==> config.mk <==
export PLATFORM = sky130hd
export DESIGN_NAME = bram_stream_reader_flat
export DESIGN_NICKNAME = d
export VERILOG_FILES = /design/src/rtl/bram_stream_reader_if.sv /design/src/rtl/bram_stream_reader.sv /design/src/flat_wrapper.sv
export SDC_FILE = /design/constraint.sdc
export NUM_CORES = 1
export LEC_CHECK = 0
export CORE_ASPECT_RATIO = 0.7
export CORE_UTILIZATION = 30
export CTS_CLUSTER_DIAMETER = 40
export DETAILED_ROUTE_END_ITERATION = 6
export PLACE_DENSITY_LB_ADDON = 0.08
export SLEW_MARGIN = 20
export SYNTH_ARGS = -nofsm -noshare
export SYNTH_HDL_FRONTEND = slang
export SYNTH_SLANG_ARGS = --single-unit
==> constraint.sdc <==
create_clock -name clk -period 6.85 [get_ports clk]
set_input_delay 1.0275 -clock clk [delete_from_list [all_inputs] [get_ports clk]]
set_output_delay 1.0275 -clock clk [all_outputs]
set_load 0.05 [all_outputs]
==> src/rtl/bram_stream_reader_if.sv <==
// -----------------------------------------------------------------------------
// bram_stream_reader_if
// Valid/ready word stream that carries RAM read data out of bram_stream_reader.
//   valid : word on data is valid (master -> slave)
//   ready : slave accepts the word this cycle (slave -> master)
//   data  : WIDTH-bit word (master -> slave)
//   last  : final word of a transfer (master -> slave)
// -----------------------------------------------------------------------------
interface bram_stream_reader_if #(
  parameter int WIDTH = 32
) ();
  logic             valid;
  logic             ready;
  logic [WIDTH-1:0] data;
  logic             last;

  modport master (output valid, output data, output last, input ready);
  modport slave  (input valid, input data, input last, output ready);
endinterface

==> src/rtl/bram_stream_reader.sv <==
// -----------------------------------------------------------------------------
// bram_stream_reader
// Streams len consecutive words from a single-port block RAM, starting at
// base_addr and wrapping at DEPTH, onto a valid/ready stream. A two-entry
// buffer hides the RAM's one-cycle read latency and downstream backpressure,
// so one word per cycle is sustained.
// Ports:
//   clk, rst           : clock, synchronous active-high reset
//   start              : command strobe, honoured only when idle
//   base_addr, len     : first word address and word count (0..DEPTH)
//   busy, done, err    : transfer in progress / completion pulse / reject pulse
//   mem_we, mem_addr,
//   mem_din, mem_dout  : RAM port (read-only use; we and din tied to 0)
//   m                  : output word stream (master side)
// -----------------------------------------------------------------------------
module bram_stream_reader #(
  parameter int WIDTH      = 32,
  parameter int DEPTH      = 1600,
  parameter int ADDR_WIDTH = 11
) (
  input  logic                    clk,
  input  logic                    rst,
  input  logic                    start,
  input  logic [ADDR_WIDTH-1:0]   base_addr,
  input  logic [ADDR_WIDTH:0]     len,
  output logic                    busy,
  output logic                    done,
  output logic                    err,
  output logic                    mem_we,
  output logic [ADDR_WIDTH-1:0]   mem_addr,
  output logic [WIDTH-1:0]        mem_din,
  input  logic [WIDTH-1:0]        mem_dout,
  bram_stream_reader_if.master    m
);

  localparam logic [1:0] ST_IDLE = 2'd0;
  localparam logic [1:0] ST_RUN  = 2'd1;
  localparam logic [1:0] ST_DONE = 2'd2;

  localparam logic [ADDR_WIDTH:0]   DEPTH_L   = (ADDR_WIDTH+1)'(DEPTH);
  localparam logic [ADDR_WIDTH:0]   LEN_ZERO  = {(ADDR_WIDTH+1){1'b0}};
  localparam logic [ADDR_WIDTH:0]   LEN_ONE   = (ADDR_WIDTH+1)'(1);
  localparam logic [ADDR_WIDTH-1:0] ADDR_ZERO = {ADDR_WIDTH{1'b0}};
  localparam logic [ADDR_WIDTH-1:0] ADDR_ONE  = ADDR_WIDTH'(1);
  localparam logic [ADDR_WIDTH-1:0] ADDR_LAST = ADDR_WIDTH'(DEPTH - 1);

  logic [1:0]            state_r;
  logic                  busy_r, done_r, err_r;
  logic [ADDR_WIDTH-1:0] next_addr_r;    // address of the next read to issue
  logic [ADDR_WIDTH-1:0] addr_hold_r;    // last issued address, held between issues
  logic [ADDR_WIDTH:0]   remain_r;       // reads still to issue
  logic                  inflight_r;     // a read issued last cycle returns on mem_dout now
  logic                  inflight_last_r;
  logic [WIDTH-1:0]      fifo_data0_r, fifo_data1_r;  // entry 0 is the head
  logic                  fifo_last0_r, fifo_last1_r;
  logic [1:0]            count_r;

  logic                  legal_s, accept_s, pop_s, issue_s, last_pop_s;
  logic [2:0]            occ_s;

  assign mem_we  = 1'b0;
  assign mem_din = {WIDTH{1'b0}};
  assign busy    = busy_r;
  assign done    = done_r;
  assign err     = err_r;
  assign m.valid = (count_r != 2'd0);
  assign m.data  = fifo_data0_r;
  assign m.last  = (count_r != 2'd0) & fifo_last0_r;

  // Command legality, pop, and read-issue decision; mem_addr follows the issue
  // combinationally so the read lands in the same cycle it is decided.
  always_comb begin
    legal_s    = ({1'b0, base_addr} < DEPTH_L) && (len <= DEPTH_L);
    accept_s   = (state_r == ST_IDLE) && start && legal_s;
    pop_s      = (count_r != 2'd0) && m.ready;
    last_pop_s = pop_s && fifo_last0_r;
    // Words already buffered plus the one returning now, less the one leaving.
    occ_s      = {1'b0, count_r} + {2'b00, inflight_r} - {2'b00, pop_s};
    if ((state_r == ST_RUN) && (remain_r != LEN_ZERO) && (occ_s < 3'd2)) begin
      issue_s = 1'b1;
    end else begin
      issue_s = 1'b0;
    end
    if (issue_s) begin
      mem_addr = next_addr_r;
    end else begin
      mem_addr = addr_hold_r;
    end
  end

  // Control FSM: command acceptance/rejection, busy/done/err pulses.
  always_ff @(posedge clk) begin
    if (rst) begin
      state_r <= ST_IDLE;
      busy_r  <= 1'b0;
      done_r  <= 1'b0;
      err_r   <= 1'b0;
    end else begin
      done_r <= 1'b0;
      err_r  <= 1'b0;
      case (state_r)
        ST_IDLE: begin
          busy_r <= 1'b0;
          if (start) begin
            if (!legal_s) begin
              err_r <= 1'b1;
            end else if (len == LEN_ZERO) begin
              state_r <= ST_DONE;
              done_r  <= 1'b1;
            end else begin
              state_r <= ST_RUN;
              busy_r  <= 1'b1;
            end
          end
        end
        ST_RUN: begin
          if (last_pop_s) begin
            state_r <= ST_DONE;
            busy_r  <= 1'b0;
            done_r  <= 1'b1;
          end
        end
        ST_DONE: begin
          state_r <= ST_IDLE;
          busy_r  <= 1'b0;
        end
        default: begin
          state_r <= ST_IDLE;
          busy_r  <= 1'b0;
        end
      endcase
    end
  end

  // Read address generation with wrap at DEPTH, remaining count, and in-flight tag.
  always_ff @(posedge clk) begin
    if (rst) begin
      next_addr_r     <= ADDR_ZERO;
      addr_hold_r     <= ADDR_ZERO;
      remain_r        <= LEN_ZERO;
      inflight_r      <= 1'b0;
      inflight_last_r <= 1'b0;
    end else begin
      inflight_r      <= issue_s;
      inflight_last_r <= issue_s && (remain_r == LEN_ONE);
      if (accept_s) begin
        next_addr_r <= base_addr;
        remain_r    <= len;
      end else if (issue_s) begin
        addr_hold_r <= next_addr_r;
        remain_r    <= remain_r - LEN_ONE;
        if (next_addr_r == ADDR_LAST) begin
          next_addr_r <= ADDR_ZERO;
        end else begin
          next_addr_r <= next_addr_r + ADDR_ONE;
        end
      end
    end
  end

  // Two-entry output buffer; entry 0 only changes on a pop or when empty, so the
  // head stays stable while stalled.
  always_ff @(posedge clk) begin
    if (rst) begin
      fifo_data0_r <= {WIDTH{1'b0}};
      fifo_data1_r <= {WIDTH{1'b0}};
      fifo_last0_r <= 1'b0;
      fifo_last1_r <= 1'b0;
      count_r      <= 2'd0;
    end else begin
      case ({inflight_r, pop_s})
        2'b10: begin
          if (count_r == 2'd0) begin
            fifo_data0_r <= mem_dout;
            fifo_last0_r <= inflight_last_r;
          end else begin
            fifo_data1_r <= mem_dout;
            fifo_last1_r <= inflight_last_r;
          end
          count_r <= count_r + 2'd1;
        end
        2'b01: begin
          fifo_data0_r <= fifo_data1_r;
          fifo_last0_r <= fifo_last1_r;
          count_r      <= count_r - 2'd1;
        end
        2'b11: begin
          if (count_r == 2'd1) begin
            fifo_data0_r <= mem_dout;
            fifo_last0_r <= inflight_last_r;
          end else begin
            fifo_data0_r <= fifo_data1_r;
            fifo_last0_r <= fifo_last1_r;
            fifo_data1_r <= mem_dout;
            fifo_last1_r <= inflight_last_r;
          end
        end
        default: begin
          count_r <= count_r;
        end
      endcase
    end
  end

endmodule

==> src/flat_wrapper.sv <==
// flat-port wrapper written by rule: the top's interface ports become plain ports
module bram_stream_reader_flat 
#(
  parameter int WIDTH      = 32,
  parameter int DEPTH      = 1600,
  parameter int ADDR_WIDTH = 11
)
  (clk, rst, start, base_addr, len, busy, done, err, mem_we, mem_addr, mem_din, mem_dout, m_valid, m_data, m_last, m_ready);
  bram_stream_reader_if #(.WIDTH(WIDTH)) m_i ();
  input  logic clk;
  input  logic rst;
  input  logic start;
  input  logic [ADDR_WIDTH-1:0] base_addr;
  input  logic [ADDR_WIDTH:0] len;
  output logic busy;
  output logic done;
  output logic err;
  output logic mem_we;
  output logic [ADDR_WIDTH-1:0] mem_addr;
  output logic [WIDTH-1:0] mem_din;
  input  logic [WIDTH-1:0] mem_dout;
  output wire logic [$bits(m_i.valid)-1:0] m_valid;
  output wire logic [$bits(m_i.data)-1:0] m_data;
  output wire logic [$bits(m_i.last)-1:0] m_last;
  input wire logic [$bits(m_i.ready)-1:0] m_ready;
  assign m_valid = m_i.valid;
  assign m_data = m_i.data;
  assign m_last = m_i.last;
  assign m_i.ready = m_ready;
  bram_stream_reader #(.WIDTH(WIDTH), .DEPTH(DEPTH), .ADDR_WIDTH(ADDR_WIDTH)) u_core (.clk(clk), .rst(rst), .start(start), .base_addr(base_addr), .len(len), .busy(busy), .done(done), .err(err), .mem_we(mem_we), .mem_addr(mem_addr), .mem_din(mem_din), .mem_dout(mem_dout), .m(m_i));
endmodule
[After elaboration in Yosys (flattened, before gate mapping)]
Index checks and enable logic that the tools add are counted.
W data, S select, Z words.
Word-level totals
  bits in registers: 109
  input port bits: 59
  output and inout bits: 81
  word-level logic and storage cells: 96
Cells by class
  $add $sub $neg: 6
  $lt $le $gt $ge: 3
  eq/ne operators: 13
  muxes and demuxes: 36
  bitwise logic cells: 3
  reductions and logical operators: 21
Operator list (count)
  $mux W32: 4
  $pmux W32 S3: 1
  $pmux W32 S2: 1
  $mux W11: 4
  $mux W12: 2
  $mux W1: 14
  $eq A12 B1 Y1 const B: 1
  $le A12 B11 Y1 const B: 1
  $logic_not A12 Y1: 1
  $reduce_bool A12 Y1: 1
  $sub A12 B1 Y12 const B: 1
  $add A11 B1 Y11 const B: 1
  $eq A11 B11 Y1 const B: 1
  $lt A11 B11 Y1 const B: 1
  $logic_and A1 B1 Y1: 8
  $mux W2: 4
  $pmux W2 S2: 2
  $reduce_bool A2 Y1: 4
  $eq A2 B1 Y1 const B: 3
  $ne A2 B1 Y1 const B: 3
  $ne A2 B2 Y1 const B: 3
  $pmux W1 S2: 3
  $reduce_and A3 Y1: 2
  $eq A2 B2 Y1 const B: 2
  12 further kinds: 14

[Depth between registers and ports, before layout]
Gate-level depths: netlist (run 1).
  depth after elaboration: 8
  depth in mapped cells: 13
  gate-level depth less buffers: 11

[Least setup slack after synthesis (run 1)]
OpenSTA, ideal clock, no wires.
  kind: input port to output port
  start point: input m_ready
  end point: output mem_addr[10]
  arrival: 4.021 ns
  data required time: 5.822 ns
  path slack: 1.802 ns
  stages on the path: 9
  buffers on the path: 1
  cells stage by stage: nor2b_1 -> ha_1 -> nand2b_1 -> fa_1 -> xnor2_1 -> nand3_1 -> or2_2 -> buf_2 -> o21ai_0
Between the ends
  word-level cells in the longest chain between the ends: 6
RTL lines
  start: declaration: RTL line flat_wrapper.sv:25  | input wire logic [$bits(m_i.ready)-1:0] m_ready;
  $logic_and A1 B1 Y1: RTL line bram_stream_reader.sv:75  | pop_s = (count_r != 2'd0) && m.ready;
  $sub A3 B1 Y3: RTL line bram_stream_reader.sv:78  | occ_s = {1'b0, count_r} + {2'b00, inflight_r} - {2'b00, pop_s};
  $lt A3 B2 Y1: RTL line bram_stream_reader.sv:79  | if ((state_r == ST_RUN) && (remain_r != LEN_ZERO) && (occ_s < 3'd2)) begin
  $logic_and A1 B1 Y1: RTL line bram_stream_reader.sv:79
  $mux W1: RTL line bram_stream_reader.sv:79
  $mux W11
  end: declaration: RTL line flat_wrapper.sv:19  | output logic [ADDR_WIDTH-1:0] mem_addr;
Every way passes these cells.

[Worst setup path in the final report (run 1)]
  start point: input m_ready
  end point: output mem_addr[8]
Same word-level chain as after synthesis.

==> flow_summary.ini, run 1 <==
[clocking]
clock_latency_ns = 0.35
holdBufCountCts = 0
clk_pin_slew_ns = 0.06
cts_setup_buffers = 0
tritoncts = yes
cts_buffers = 9
cts_resized = 0
clock_sinks = 109
cts_buffer_depth = 2
cts-root-buf = clkbuf_16
htreeDepth = 3

[timing]
finalHoldViolCount = 0
finClkSkew_ns = 0.00745
fmax_mhz = 172
slew_violations = 0
max_slew_margin = 0.266
tightest_slew_ns = 1.10
rsz0062_at_grt = no
period_minus_slack_ns = 5.81
setup_viol = 0
setup_tns_ns = 0
period_share = 0.848

[placed_design]
place_area_um2 = 6280
dp_cells = 917
place_congestion = 0.833
place_hpwl_um = 9520
port_buffers = 106

[flow_run]
maxCapViolCount = 0

[detailed_routing]
dr.max_layer_used = met4
wl_met2_um = 5730
detail-route-antenna-nets = 0
drc = 0
avgViaCountPerCell = 4.97
wl_um = 14200
post_drt_wl_per_cell_um = 15.2
drtIter0Drc = 268
met3WireLength_um = 904
drtPass1Iterations = 5
vias = 4630
wl_met1_um = 7400

[power]
clock_power_share = 0.218
swShare = 0.423
finalPower_uw = 2530
p_per_area_nw_per_um2 = 384
p_switching_uw = 1070
p_leak_uw = 0.00225
seqPwrFrac = 0.329
internal_power_uw = 1460
peakVddDrop_mv = 0.171
comb_power_share = 0.453

[floorplan]
core_um2 = 16500
initial_core_util = 0.312
fp.dieW_um = 159
die_area_um2 = 17700
io-pin-count = 140
die_h_um = 112
rows = 39

[worst_setup_path]
critical_path.most_common_cell = clkdlybuf4s50_1
slowest_delay_ns = 0.85
path_max_fanout = 30
worst-endpoint-arrival_ns = 4.78
worstReg2RegEnd = u_core.next_addr_r[9]
r2r-start = u_core.count_r[1]
reg2reg_slack_ns = 3.18
reg2reg_depth = 12
crit_chain = clkdlybuf4s50_1 -> nor2b_1 -> ha_1 -> nand2b_1 -> fa_1 -> xnor2_1 -> nand3_1 -> or2_2 -> o21ai_0 -> clkdlybuf4s50_1
critPathLaunchType = input pin
critPathKind = input pin to output pin
crit_required_ns = 5.82
crit_path_end_kind = output pin
slowest_stage = clkdlybuf4s50_1

[logic_synthesis]
synth_cell_types = 51
yosysSeqAreaShare = 0.423
yosysMostFrequentCell = dfxtp_1
synth_edf_count = 0
synth_top_area_cell = dfxtp_1
syn_inst = 623
synth_top_area_frac = 0.423
yosysWarnings = 0
synth.top_cells.by_area = dfxtp_1, nand2_1, a22oi_1
ys_dominant_reg_cell = dfxtp_1
async_flop_share = 0
netlist_area_um2 = 5160
avgSynthCellArea_um2 = 8.28
netlist_top_cells_count = dfxtp_1, nand2_1, a21oi_1
synth-seq-cells = 109

[finish]
antenna_cells = 0
utilization = 0.398
syn_to_final_growth_pct = 27.7
final-seq-area_um2 = 2180
drive_gt1_frac = 0.0594
stdcell_area_um2 = 6590
finalNonFillerCells = 932
nFillCells = 1646
multi_input_area_um2 = 2630
fin_nets = 772

[min_path]
hp-class = register to register
worstHoldStart = u_core.fifo_data1_r[0]
whs_endpoint = u_core.fifo_data1_r[0]
holdPathStages = 2

[grt]
grt_max_degree = 98
grt_pass1_vias = 4135
grt_usage = 0.162
grt_pass1_wl_um = 22300
antenna_found_initial = 0
overflow = 0

[outcome]
outcome = finished clean
logic make-up after synthesis:
kind of cell | after synthesis | synth area share
mux | 12 | 0.0255
compound gates | 174 | 0.223
buf+inv | 90 | 0.0958
xor+xnor | 4 | 0.00680
other cells | 1 | 0.000727
simple gates | 223 | 0.199
flops | 109 | 0.423
fa+ha+maj | 10 | 0.0257
cell type report:
type / count / area share
inverter: 13 / 0.00741
sequential: 109 / 0.331
clock buffer: 11 / 0.0353
timing repair buffer: 114 / 0.173
clock inverter: 4 / 0.0112
tap: 225 / 0.0428
multi-input combinational: 456 / 0.399
worst max-delay path by stage:
stage | from | endpoint | slack [ns]
5_1_grt | m_ready | mem_addr[2] | 0.81
3_5_place_dp | m_ready | mem_addr[10] | 1.03
3_3_place_gp | m_ready | mem_addr[10] | 1.06
4_1_cts | m_ready | mem_addr[10] | 1.03
2_1_floorplan | m_ready | mem_addr[10] | 1.80
6_report | m_ready | mem_addr[8] | 1.04
registers in the layout (all words and copies together), names as in the netlist:
name,count
u_core.count_r,2
u_core.fifo_last1_r,1
u_core.state_r,2
u_core.inflight_r,1
u_core.fifo_last0_r,1
u_core.err,1
u_core.inflight_last_r,1
u_core.addr_hold_r,11
u_core.remain_r,12
u_core.done,1
u_core.busy,1
u_core.fifo_data1_r,32
u_core.m.data,32
u_core.next_addr_r,11
cells in the final DEF (no fill, tap or decap), drive strengths merged, types with 4 or more instances in the layout:
master         Yosys  final
dfxtp            109    109
clkdlybuf4s50      0    105
nand2             98     98
a21oi             52     52
nor2              48     48
a22oi             36     36
a211oi            36     36
conb               1     33
nand3             17     17
inv               13     13
and2              13     13
nor3              13     13
a31oi             13     13
o21ai             11     11
clkbuf            31     11
nor4              10     10
mux2               9      9
o22ai              9      9
ha                 9      9
buf               46      9
or4                6      6
a32oi              4      4
worst max-delay path: cells and delay by family:
family	cells	cell delay, ns
AND/OR/NAND/NOR	4	1.21
buffers and inverters	2	1.31
XOR/XNOR	1	0.14
AO/OA/AOI/OAI	1	0.33
adder cells (fa/ha/maj)	2	0.76
power groups by stage:
stage / sequential, µW / clock, µW / combinational, µW
global route: 852 / 598 / 1240
finish: 833 / 550 / 1150
global placement: 845 / 0 / 1130
CTS: 835 / 573 / 1160
floorplan: 1110 / 0 / 541
detailed placement: 849 / 0 / 1150
routing by layer:
| layer | global-route usage | vias to the layer above |
|---|---|---|
| met3 | 0.0475 | 11 |
| met5 | 0 | - |
| met2 | 0.224 | 156 |
| met4 | 0.0397 | 0 |
| met1 | 0.241 | 2147 |
| li1 | - | 2316 |
per-stage QoR:
stage / setup WS, ns / hold WS (ns)
after CTS: 1.03 / 0.456
after global routing: 0.812 / 0.472
after global placement: 1.06 / 0.441
after detailed placement: 1.03 / 0.446
after floorplan: 1.80 / 0.432
final: 1.04 / 0.455
Power figures use the tool's default switching activity.
==> run 2, diff against run 1 <==
==> constraint.sdc (replaced) <==
create_clock -name clk -period 5.8 [get_ports clk]
set_input_delay 0.87 -clock clk [delete_from_list [all_inputs] [get_ports clk]]
set_output_delay 0.87 -clock clk [all_outputs]
set_load 0.05 [all_outputs]
==> flow_summary.ini, run 2 (same netlist as run 1, synthesis figures left out) <==
[detailed_routing]
wl_um = 14100
drc = 0
drtIter0Drc = 245
avgViaCountPerCell = 4.90
drtPass1Iterations = 4
detail-route-antenna-nets = 0
post_drt_wl_per_cell_um = 15.1
vias = 4574

[timing]
slew_violations = 0
setup_tns_ns = 0
rsz0062_at_grt = no
post-route-worst-setup-slack_ns = 0.784
setup_viol = 0
max_slew_margin = 0.390
period_share = 0.865
period_minus_slack_ns = 5.02
finClkSkew_ns = 0.00768
tightest_slew_ns = 0.915
finalHoldViolCount = 0
fmax_mhz = 199

[finish]
utilization = 0.398
fin_nets = 773
mostFrequentLayoutCells = dfxtp_1, nand2_1, clkdlybuf4s50_1
drive_gt1_frac = 0.0790
antenna_cells = 0
final_common_cell = dfxtp_1
syn_to_final_growth_pct = 27.7

[clocking]
clock_sinks = 109
cts_buffers = 9
htreeDepth = 3
cts-root-buf = clkbuf_16
cts_setup_buffers = 0
tritoncts = yes
cts_buffer_depth = 2
clk_pin_slew_ns = 0.07
cts_resized = 0
clock_latency_ns = 0.34
holdBufCountCts = 0

[floorplan]
initial_core_util = 0.312
die_area_um2 = 17700
fp.dieW_um = 159
die_h_um = 112
rows = 39
core_um2 = 16500
io-pin-count = 140

[placed_design]
place_congestion = 0.814
port_buffers = 106
post-place-ws_ns = 0.817
place_hpwl_um = 9560

[outcome]
outcome = finished clean

[grt]
use_met2 = 0.226
antenna_found_initial = 0
grt_max_degree = 53
grt_pass1_vias = 4270
busiest_layer = met1
grt_usage = 0.161
overflow = 0
gr-usage-met1 = 0.240
grt_pass1_wl_um = 22600
gr-usage-met3 = 0.0459

[worst_setup_path]
critPathKind = input pin to output pin
crit_required_ns = 4.93
crit_path_end_kind = output pin
worst-endpoint-arrival_ns = 4.15
path_max_fanout = 30
critPathLaunchType = input pin

[power]
p_leak_uw = 0.00227
p_per_area_nw_per_um2 = 444
peakVddDrop_mv = 0.177

[min_path]
hp-class = register to register

[flow_run]
maxCapViolCount = 0
[run 2: cell types whose count changed in the layout (fill, tap and decap cells not counted), moves of 2 or more]
cell | previous run | this run
inv_6 | 0 | 3
clkdlybuf4s50_1 | 105 | 94
bufinv_16 | 2 | 0
buf_12 | 0 | 4
buf_4 | 8 | 16
[run 2: cell type report]
class	instances	area, µm²
clock buffers	10	229
clock inverters	6	45.0
fillers	1695	9960
inverters	13	48.8
multi-input cells	456	2630
flip-flops and latches	109	2180
well taps	225	282
repair buffers	115	1170
[run 2: critical path: stages]
cell	delay (ns)
clkdlybuf4s50_1	0.44
nor2b_1	0.39
ha_1	0.37
nand2b_1	0.18
fa_1	0.38
xnor2_1	0.14
nand3_1	0.10
or2_2	0.55
o21ai_0	0.51
buf_12	0.20
[run 2: routing by layer]
metal / part of all wire / vias to the layer above
li1: - / 2322
met1: 0.52 / 2120
met2: 0.41 / 123
met3: 0.063 / 9
met4: 0.0077 / 0
met5: 0 / -
[run 2: through the flow]
step | cells | power, µW | hold slack, ns | instance area [µm²]
after floorplan | 655 | 1950 | 0.432 | 5280
after global placement | 917 | 2340 | 0.441 | 6280
after detailed placement | 918 | 2370 | 0.446 | 6310
after CTS | 934 | 2960 | 0.456 | 6580
after global routing | 934 | 3120 | 0.476 | 6580
final | 934 | 2930 | 0.455 | 6580
[run 2: power by group]
| part | total (µW) | switching [µW] | internal (µW) | leakage, µW |
|---|---|---|---|---|
| registers | 985 | 93.5 | 891 | 0.000885 |
| clock network | 584 | 287 | 296 | 0.000138 |
| logic | 1360 | 900 | 457 | 0.00125 |
[run 2: final timing paths]
path                            from                 endpoint  slack [ns]  cells past startpoint
max                          m_ready             mem_addr[10]        0.78                     10
min          u_core.fifo_data1_r[21]  u_core.fifo_data1_r[21]        0.46                      2
max reg2reg        u_core.count_r[1]    u_core.next_addr_r[9]        2.12                     12
min reg2reg  u_core.fifo_data1_r[21]  u_core.fifo_data1_r[21]        0.46                      2
==> run 3, diff against run 2 <==
--- a/config.mk
+++ b/config.mk
@@ -6,7 +6,7 @@
 export NUM_CORES = 1
 export LEC_CHECK = 0
 export CORE_ASPECT_RATIO = 0.7
-export CORE_UTILIZATION = 30
+export CORE_UTILIZATION = 49
 export CTS_CLUSTER_DIAMETER = 40
 export DETAILED_ROUTE_END_ITERATION = 6
 export PLACE_DENSITY_LB_ADDON = 0.08
==> flow_summary.ini, run 3 (same netlist as run 1, synthesis figures left out) <==
[worst_setup_path]
slowest_stage = or2_2
reg2reg_slack_ns = 2.18
slowest_delay_ns = 0.55
reg2reg_depth = 11
crit_family = simple AND/OR/NAND/NOR gates
critPathKind = input pin to output pin
critPathLaunchType = input pin
crit_path_end_kind = output pin
path_max_fanout = 30
critical_path_buf_inv_count = 2
r2r-start = u_core.count_r[1]
crit_chain = clkdlybuf4s50_1 -> nor2b_1 -> ha_1 -> nand2b_1 -> fa_1 -> xnor2_1 -> nand3_1 -> or2_2 -> o21ai_0 -> buf_12
worst-endpoint-arrival_ns = 4.10
worstReg2RegEnd = u_core.remain_r[11]
crit_required_ns = 4.93

[clocking]
cts_setup_buffers = 0
htreeDepth = 3
cts-root-buf = clkbuf_16
cts_buffers = 9
holdBufCountCts = 0
clock_sinks = 109
cts_resized = 0
cts_buffer_depth = 2
clock_latency_ns = 0.34
clk_pin_slew_ns = 0.07
tritoncts = yes

[timing]
slew_violations = 0
finClkSkew_ns = 0.00601
period_share = 0.856
fmax_mhz = 201
setup_tns_ns = 0
setup_viol = 0
finalHoldViolCount = 0
period_minus_slack_ns = 4.97
tightest_slew_ns = 1.03
max_slew_margin = 0.313
rsz0062_at_grt = no

[placed_design]
place_area_um2 = 6140
place_congestion = 0.844
port_buffers = 106
place_hpwl_um = 8460

[finish]
antenna_cells = 0
utilization = 0.651
stdcell_area_um2 = 6470
multi_input_area_um2 = 2630
final-seq-area_um2 = 2180
mostFrequentLayoutCells = dfxtp_1, nand2_1, clkdlybuf4s50_1
syn_to_final_growth_pct = 25.5
final_common_cell = dfxtp_1
drive_gt1_frac = 0.0778
nFillCells = 821
fin_nets = 771

[floorplan]
io-pin-count = 140
core_um2 = 9950
fp.dieW_um = 125
initial_core_util = 0.518
rows = 30
die_area_um2 = 10900
die_h_um = 87.8

[outcome]
outcome = finished clean

[detailed_routing]
met3WireLength_um = 919
vias = 4726
wl_um = 12900
drc = 0
post_drt_wl_per_cell_um = 15.4
wl_met1_um = 6140
drtPass1Iterations = 5
detail-route-antenna-nets = 0
drtIter0Drc = 416
avgViaCountPerCell = 5.66
dr.max_layer_used = met4
wl_met2_um = 5700

[flow_run]
maxCapViolCount = 0

[grt]
overflow = 0
grt_usage = 0.235
grt_max_degree = 99
grt_pass1_vias = 4203
antenna_found_initial = 0
grt_pass1_wl_um = 20900

[min_path]
whs_endpoint = u_core.fifo_data1_r[10]
hp-class = register to register
worstHoldStart = u_core.fifo_data1_r[10]
holdPathStages = 2

[power]
peakVddDrop_mv = 0.224
p_per_area_nw_per_um2 = 457
p_leak_uw = 0.00226
[run 3: changes by cell type in the layout (fill, tap and decap cells not counted)]
cell,before,now
buf_2,0,1
clkbuf_8,0,1
a21o_2,0,1
inv_6,3,1
clkinvlp_4,0,2
clkinv_2,2,1
bufinv_16,0,1
clkinv_4,1,0
a21o_1,2,1
buf_4,16,13
[run 3: worst reg2reg max path, cell delays in order, from the launching register on]
cell      delay, ns
dfxtp_1        0.41
inv_1          0.11
ha_1           0.23
nor2b_1        0.37
ha_1           0.36
nand2b_1       0.18
fa_1           0.39
xnor2_1        0.14
nand3_1        0.10
or2_2          0.55
or4_1          0.55
a31oi_1        0.16
[run 3: worst max path at each step]
| stage | startpoint | to | slack [ns] | cells past startpoint |
|---|---|---|---|---|
| floorplan | m_ready | mem_addr[10] | 1.07 | 9 |
| global placement | m_ready | mem_addr[2] | 0.96 | 10 |
| detailed placement | m_ready | mem_addr[10] | 0.82 | 10 |
| CTS | m_ready | mem_addr[8] | 0.83 | 10 |
| global route | m_ready | mem_addr[2] | 0.62 | 10 |
| finish | m_ready | mem_addr[10] | 0.83 | 10 |
[run 3: cell type report]
cell class	instances	area share
well taps	128	0.0247
multi-input cells	456	0.406
clock inverters	5	0.00909
repair buffers	113	0.178
clock buffers	11	0.0375
inverters	13	0.00754
flip-flops and latches	109	0.337
[run 3: per-stage QoR]
stage	instances	hold slack, ns	total power, µW	worst slack, ns
2_1_floorplan	655	0.432	1950	1.07
6_report	835	0.455	2960	0.834
3_5_place_dp	818	0.447	2320	0.821
3_3_place_gp	818	0.441	2300	0.965
4_1_cts	834	0.457	2950	0.830
5_1_grt	835	0.467	3110	0.619
[run 3: routing by layer]
metal,vias up,track usage
li1,2320,-
met1,2207,0.340
met2,189,0.356
met3,10,0.0519
met4,0,0.0602
met5,-,0
[run 3: where the power goes]
group | leakage [µW] | switching, µW | internal [µW] | total [µW]
registers | 0.000885 | 97.4 | 892 | 989
logic | 0.00124 | 886 | 454 | 1340
clock network | 0.000142 | 278 | 348 | 626
